==> config.mk <==
export PLATFORM = sky130hd
export DESIGN_NAME = ram_sequential_reader
export DESIGN_NICKNAME = d
export VERILOG_FILES = /design/src/rtl/rc4_pkg.sv /design/src/rtl/reader_fifo.sv /design/src/rtl/ram_sequential_reader.sv
export SDC_FILE = /design/constraint.sdc
export NUM_CORES = 1
export LEC_CHECK = 0
export CORE_MARGIN = 8
export CORE_UTILIZATION = 61
export DETAILED_ROUTE_END_ITERATION = 12
export PLACE_DENSITY = 0.84
export SETUP_SLACK_MARGIN = 0.5
export SYNTH_ARGS = -nofsm -noshare
export SYNTH_HDL_FRONTEND = slang
export SYNTH_SLANG_ARGS = --single-unit
==> constraint.sdc <==
create_clock -name clk -period 5.2 [get_ports clk]
set_clock_uncertainty 0.1 [all_clocks]
set_input_delay 0.52 -clock clk [delete_from_list [all_inputs] [get_ports clk]]
set_output_delay 0.52 -clock clk [all_outputs]
set_load 0.01 [all_outputs]
==> src/rtl/rc4_pkg.sv <==
// rc4_pkg: shared types for the S-array RAM sequential reader
package rc4_pkg;
  typedef enum logic [1:0] {IDLE, ISSUE, DRAIN} reader_state_t;
endpackage

==> src/rtl/reader_fifo.sv <==
// reader_fifo: first-word-fall-through synchronous FIFO with occupancy count
module reader_fifo #(
  parameter int WIDTH = 16,
  parameter int DEPTH = 4,
  localparam int AW = DEPTH > 1 ? $clog2(DEPTH) : 1,
  localparam int CW = $clog2(DEPTH + 1)
) (
  input  logic             clk,
  input  logic             rst_n,
  input  logic             i_push,
  input  logic [WIDTH-1:0] i_data,
  input  logic             i_pop,
  output logic [WIDTH-1:0] o_data,
  output logic [CW-1:0]    o_count,
  output logic             o_empty,
  output logic             o_full
);
  logic [WIDTH-1:0] r_mem [DEPTH];
  logic [AW-1:0]    r_wr, r_rd;
  logic [CW-1:0]    r_count;
  logic             w_push, w_pop;
  function automatic logic [AW-1:0] nxt(input logic [AW-1:0] p);
    return p == AW'(DEPTH - 1) ? '0 : p + AW'(1);
  endfunction
  assign o_empty = r_count == '0;
  assign o_full  = r_count == CW'(DEPTH);
  assign o_count = r_count;
  assign o_data  = r_mem[r_rd];
  assign w_pop   = i_pop && !o_empty;
  assign w_push  = i_push && (!o_full || w_pop);
  // storage array, written at the tail
  always_ff @(posedge clk)
    if (w_push) r_mem[r_wr] <= i_data;
  // pointers and occupancy; simultaneous push and pop leave the count unchanged
  always_ff @(posedge clk or negedge rst_n)
    if (!rst_n) begin
      r_wr    <= '0;
      r_rd    <= '0;
      r_count <= '0;
    end else begin
      if (w_push) r_wr <= nxt(r_wr);
      if (w_pop) r_rd <= nxt(r_rd);
      r_count <= r_count + CW'(w_push) - CW'(w_pop);
    end
endmodule

==> src/rtl/ram_sequential_reader.sv <==
// ram_sequential_reader: streams RAM words START_INDEX..END_INDEX on a valid/ready port
module ram_sequential_reader
  import rc4_pkg::*;
#(
  parameter int RAM_WIDTH    = 8,
  parameter int RAM_LENGTH   = 8,
  parameter int START_INDEX  = 0,
  parameter int END_INDEX    = 255,
  parameter int READ_LATENCY = 1,
  parameter int FIFO_DEPTH   = 4
) (
  input  logic                  clk,
  input  logic                  reset,
  input  logic                  start,
  output logic                  busy,
  output logic                  finished,
  output logic [RAM_LENGTH-1:0] address,
  input  logic [RAM_WIDTH-1:0]  ram_out,
  output logic                  out_valid,
  input  logic                  out_ready,
  output logic [RAM_WIDTH-1:0]  out_data,
  output logic [RAM_LENGTH-1:0] out_index
);
  localparam int CW = $clog2(FIFO_DEPTH + 1);
  localparam int FW = RAM_WIDTH + RAM_LENGTH;
  localparam logic [RAM_LENGTH-1:0] START_A = RAM_LENGTH'(START_INDEX);
  localparam logic [RAM_LENGTH-1:0] END_A   = RAM_LENGTH'(END_INDEX);
  reader_state_t         r_state, w_next;
  logic                  r_start_d, w_start_edge, w_credit, w_issue, w_done, w_pop;
  logic                  r_finished, r_out_valid;
  logic [RAM_LENGTH-1:0] r_address, r_out_index;
  logic [RAM_WIDTH-1:0]  r_out_data;
  logic [READ_LATENCY-1:0] r_sr_v;
  logic [RAM_LENGTH-1:0] r_sr_idx [READ_LATENCY];
  logic [CW-1:0]         w_in_flight, w_fifo_count;
  logic                  w_fifo_empty, w_fifo_full;
  logic [FW-1:0]         w_fifo_data;
  assign w_start_edge = start && !r_start_d;
  assign busy      = r_state != IDLE;
  assign finished  = r_finished;
  assign address   = r_address;
  assign out_valid = r_out_valid;
  assign out_data  = r_out_data;
  assign out_index = r_out_index;
  assign w_pop     = !w_fifo_empty && (!r_out_valid || out_ready);
  // reads still travelling through the RAM pipeline
  always_comb begin
    w_in_flight = '0;
    for (int i = 0; i < READ_LATENCY; i++) w_in_flight = w_in_flight + CW'(r_sr_v[i]);
  end
  // state register
  always_ff @(posedge clk or negedge reset)
    if (!reset) r_state <= IDLE;
    else r_state <= w_next;
  // next-state: a read is issued only while buffer plus in-flight reads leave room
  always_comb begin
    w_next = r_state;
    case (r_state)
      IDLE:    w_next = w_start_edge ? ISSUE : IDLE;
      ISSUE:   w_next = (w_credit && r_address == END_A) ? DRAIN : ISSUE;
      DRAIN:   w_next = w_done ? IDLE : DRAIN;
      default: w_next = IDLE;
    endcase
  end
  // FSM outputs: issue strobe and pass completion once the last word leaves
  always_comb begin
    w_credit = (w_fifo_count + w_in_flight) < CW'(FIFO_DEPTH) && !w_fifo_full;
    w_issue  = r_state == ISSUE && w_credit;
    w_done   = r_state == DRAIN && w_in_flight == '0 && w_fifo_empty && (!r_out_valid || out_ready);
  end
  // start history, finished pulse and read address; address stops at END_INDEX
  always_ff @(posedge clk or negedge reset)
    if (!reset) begin
      r_start_d  <= 1'b0;
      r_finished <= 1'b0;
      r_address  <= START_A;
    end else begin
      r_start_d  <= start;
      r_finished <= w_done;
      if (r_state == IDLE && w_start_edge) r_address <= START_A;
      else if (w_issue && r_address != END_A) r_address <= r_address + RAM_LENGTH'(1);
    end
  // latency shift register tagging each read with its address
  always_ff @(posedge clk or negedge reset)
    if (!reset) begin
      r_sr_v <= '0;
      for (int i = 0; i < READ_LATENCY; i++) r_sr_idx[i] <= '0;
    end else begin
      r_sr_v[0]   <= w_issue;
      r_sr_idx[0] <= r_address;
      for (int i = 1; i < READ_LATENCY; i++) begin
        r_sr_v[i]   <= r_sr_v[i-1];
        r_sr_idx[i] <= r_sr_idx[i-1];
      end
    end
  reader_fifo #(.WIDTH(FW), .DEPTH(FIFO_DEPTH)) u_fifo (
    .clk     (clk),
    .rst_n   (reset),
    .i_push  (r_sr_v[READ_LATENCY-1]),
    .i_data  ({r_sr_idx[READ_LATENCY-1], ram_out}),
    .i_pop   (w_pop),
    .o_data  (w_fifo_data),
    .o_count (w_fifo_count),
    .o_empty (w_fifo_empty),
    .o_full  (w_fifo_full)
  );
  // output register: refills from the FIFO when empty or when its word is taken
  always_ff @(posedge clk or negedge reset)
    if (!reset) begin
      r_out_valid <= 1'b0;
      r_out_data  <= '0;
      r_out_index <= '0;
    end else if (w_pop) begin
      r_out_valid <= 1'b1;
      r_out_data  <= w_fifo_data[RAM_WIDTH-1:0];
      r_out_index <= w_fifo_data[FW-1:RAM_WIDTH];
    end else if (out_ready) r_out_valid <= 1'b0;
endmodule

==> summary.txt <==
Die
  • Die Wd: 99.3 um
  • Die Area: 9860 um^2
  • Ports: 39
  • Core area: 6760 um^2
  • Num rows: 30
  • Starting Density: 62.6%
  • Chip height: 99.3 um

Detailed routing
  • Total Wirelength: 6800 um
  • Wire per inst: 19.0 um
  • Routed Antenna Nets: 0
  • Initial DRT Pass Iterations: 4
  • Remaining DRCs: 0
  • DR vias: 2099
  • Vias per cell: 5.88
  • DR iter-0 viols: 71

Yosys
  • Number of flops mapped to enable cells by yosys: 64
  • Adder-Cell Fraction of Synth Area: 2.84%
  • Synth Warn #: 0
  • Largest family of logic cells by synthesized area: multiplexers
  • Syn nets: 253
  • Syn_area_per_cell: 18.2 um^2
  • XOR/XNOR Fraction of Synth Area: 0.621%
  • Ys flop type: edfxtp_1
  • Post-synthesis sequential area ratio: 72.0%
  • Cells after Synth: 232
  • Simple-Gate Fraction of Synth Area: 5.32%
  • Yosys cell types: 43
  • Synth Register Bits: 109
  • Mapped Area: 4230 um^2
  • Post-synthesis mux area share: 14.2%
  • Post-synth ARST share: 41.3%
  • Post-synthesis compound-gate area fraction: 2.75%

Clock network
  • Post-CTS sizing: 0
  • CTS Hold Buffers Added: 0
  • Clock transition at the registers of the reported paths: 0.09 ns
  • Total CTS buffers: 9
  • Clock tree sinks: 109
  • Clk root buf: clkbuf_8
  • CTS max path bufs: 2
  • Htree depth: 3
  • Worst-skew pair later-pin latency: 0.34 ns
  • TritonCTS clock tree: done
  • Setup bufs post-CTS: 0

Placed design
  • Post-DP HPWL: 4430 um
  • Input/output buffers: 38
  • Placed instance count: 343
  • Setup WS pre-CTS: 1.92 ns
  • Placer congestion estimate: 0.758

Global routing
  • First-pass GRT wire length: 11200 um
  • Vias in the first global route: 2287
  • Initial antenna violation count: 0
  • Gr usage total: 14.9%
  • Largest net degree at the start of global routing: 46
  • Overflow after GRT: 0

Critical path
  • CP cell instances: clkdlybuf4s50_1 > nor2b_1 > nor2_2 > ha_1 > inv_1 > ha_1 > fa_1 > xnor2_1 > xnor2_1
  • Slowest cell on crit path: nor2_2
  • CP required: 5.36 ns
  • Top delay family on crit path: simple AND/OR/NAND/NOR gates
  • Worst Path Max Fanout: 19
  • Worst Path Arrival: 3.01 ns
  • Max incr delay on CP: 0.80 ns
  • Critical path class: in -> reg
  • Crit end category: register
  • CP Launch Type: input port
  • WP buf/inv: 2

Timing
  • Post-route setup slack: 2.35 ns
  • Slew @ Worst Pin: 1.09 ns
  • Peak Freq: 0.351 GHz
  • Slew headroom: 27.2%
  • Setup tns final: 0 ns
  • Max-slew violations: 0
  • Endpoints failing hold: 0
  • Tcrit/Tclk final: 54.7%
  • Final setup vio count: 0
  • Post-layout min period: 2.85 ns
  • RSZ-0062 raised after global routing: no

Flow run
  • Max_cap viols: 0

Worst hold path
  • Hold WC Path Type: in -> async

Cells and area
  • Layout area overhead: 13.4%
  • Antenna diodes: 0
  • Layout cells sized above 1: 18.1%
  • Fill cells: 427
  • Nets: 295
  • Final Non-Filler Cells: 357
  • Layout Utilization: 71.1%

Run status
  • Status: finished, final reports clean

Power and ir drop
  • Maximum vdd drop: 0.000293 V
  • Leakage: 1.76 nW
  • Power Density: 556 nW/um^2
[cells in the final DEF (no fill, tap or decap), drive strengths merged, types with 2 or more instances in the layout]
cell            n
xnor2           2
and2            4
mux2           18
or3             3
nor2            6
clkdlybuf4s50  37
clkinv          2
nand3           4
nand2b          2
o31ai           4
edfxtp         64
nor3b           2
o211ai          2
nor3            3
mux2i           3
nand2           9
a21oi           2
dfrtp          45
o21ai           2
inv            11
mux4           16
ha              8
clkbuf         12
[synth_stat cells (3+ instances only)]
cell | number | area [um^2]
and2_1 | 4 | 25.0
buf_6 | 3 | 33.8
dfrtp_1 | 45 | 1130
edfxtp_1 | 64 | 1920
ha_1 | 8 | 100
inv_1 | 11 | 41.3
mux2_2 | 18 | 203
mux4_2 | 15 | 338
nand2_1 | 9 | 33.8
nand3_1 | 4 | 20.0
nor2_1 | 4 | 15.0
nor3_1 | 3 | 15.0
o31ai_1 | 4 | 30.0
or3_1 | 3 | 18.8
[where the power goes]
part / internal (mW) / switching, mW / leakage (nW)
clock network: 0.169 / 0.241 / 0.0739
registers: 1.21 / 0.202 / 1.15
logic: 0.482 / 0.364 / 0.543
total: 1.86 / 0.808 / 1.76
[through the flow]
step	power (mW)	instance area (um^2)	hold WS, ns
after CTS	2.70	4800	0.279
after floorplan	1.95	4230	0.124
final	2.67	4800	0.246
after detailed placement	2.30	4650	0.358
after global routing	2.83	4800	0.339
after global placement	2.23	4650	0.359
[worst reg2reg max path: cells and delay by family (launching register included)]
family,cells,cell delay [ns]
AND/OR/NAND/NOR,2,0.91
adder cells (fa/ha/maj),3,0.81
XOR/XNOR,2,0.33
buffers and inverters,1,0.04
flip-flops,1,0.49
[cell families (layout without fill, tap and decap cells)]
family	after synthesis	in the layout
AO/OA/AOI/OAI	16	16
XOR/XNOR	3	3
adder cells (fa/ha/maj)	9	9
buffers and inverters	18	63
flip-flops	109	109
multiplexers	37	37
AND/OR/NAND/NOR	40	40
[routing by layer]
layer	track usage, %	up-vias	wire, um
met5	0	-	0
met4	4.89	0	64
met3	4.68	5	385
met2	24.9	54	3480
met1	17.8	1079	2870
li1	-	961	-
[sequential cells by signal, indices dropped and copies added (netlist names)]
name            flops
u_fifo.r_mem       64
address             8
out_data            8
out_index           8
r_sr_idx            8
u_fifo.o_count      3
r_state             2
u_fifo.r_rd         2
u_fifo.r_wr         2
finished            1
out_valid           1
r_sr_v              1
r_start_d           1
[path summary, 6_finish.rpt]
kind	startpoint	cells past startpoint	slack [ns]	end
hold / removal	reset	1	0.25	out_data[1]
setup reg to reg	u_fifo.o_count[2]	8	2.47	u_fifo.o_count[2]
setup / recovery	out_ready	9	2.35	u_fifo.o_count[2]
max in group asynchronous	reset	1	4.11	r_sr_idx[5]
hold reg to reg	address[1]	0	0.39	r_sr_idx[1]
min in group clk	address[1]	0	0.39	r_sr_idx[1]
[final cells by class]
| cell class | count | area [um^2] | share of cell area [%] |
|---|---|---|---|
| sequential | 109 | 3050 | 63.5 |
| multi-input combinational | 105 | 1090 | 22.7 |
| timing repair buffer | 38 | 375 | 7.82 |
| tap | 80 | 100 | 2.08 |
| inverter | 11 | 41.3 | 0.860 |
| clock buffer | 12 | 135 | 2.81 |
| clock inverter | 2 | 12.5 | 0.261 |
Power figures use the tool's default switching activity.
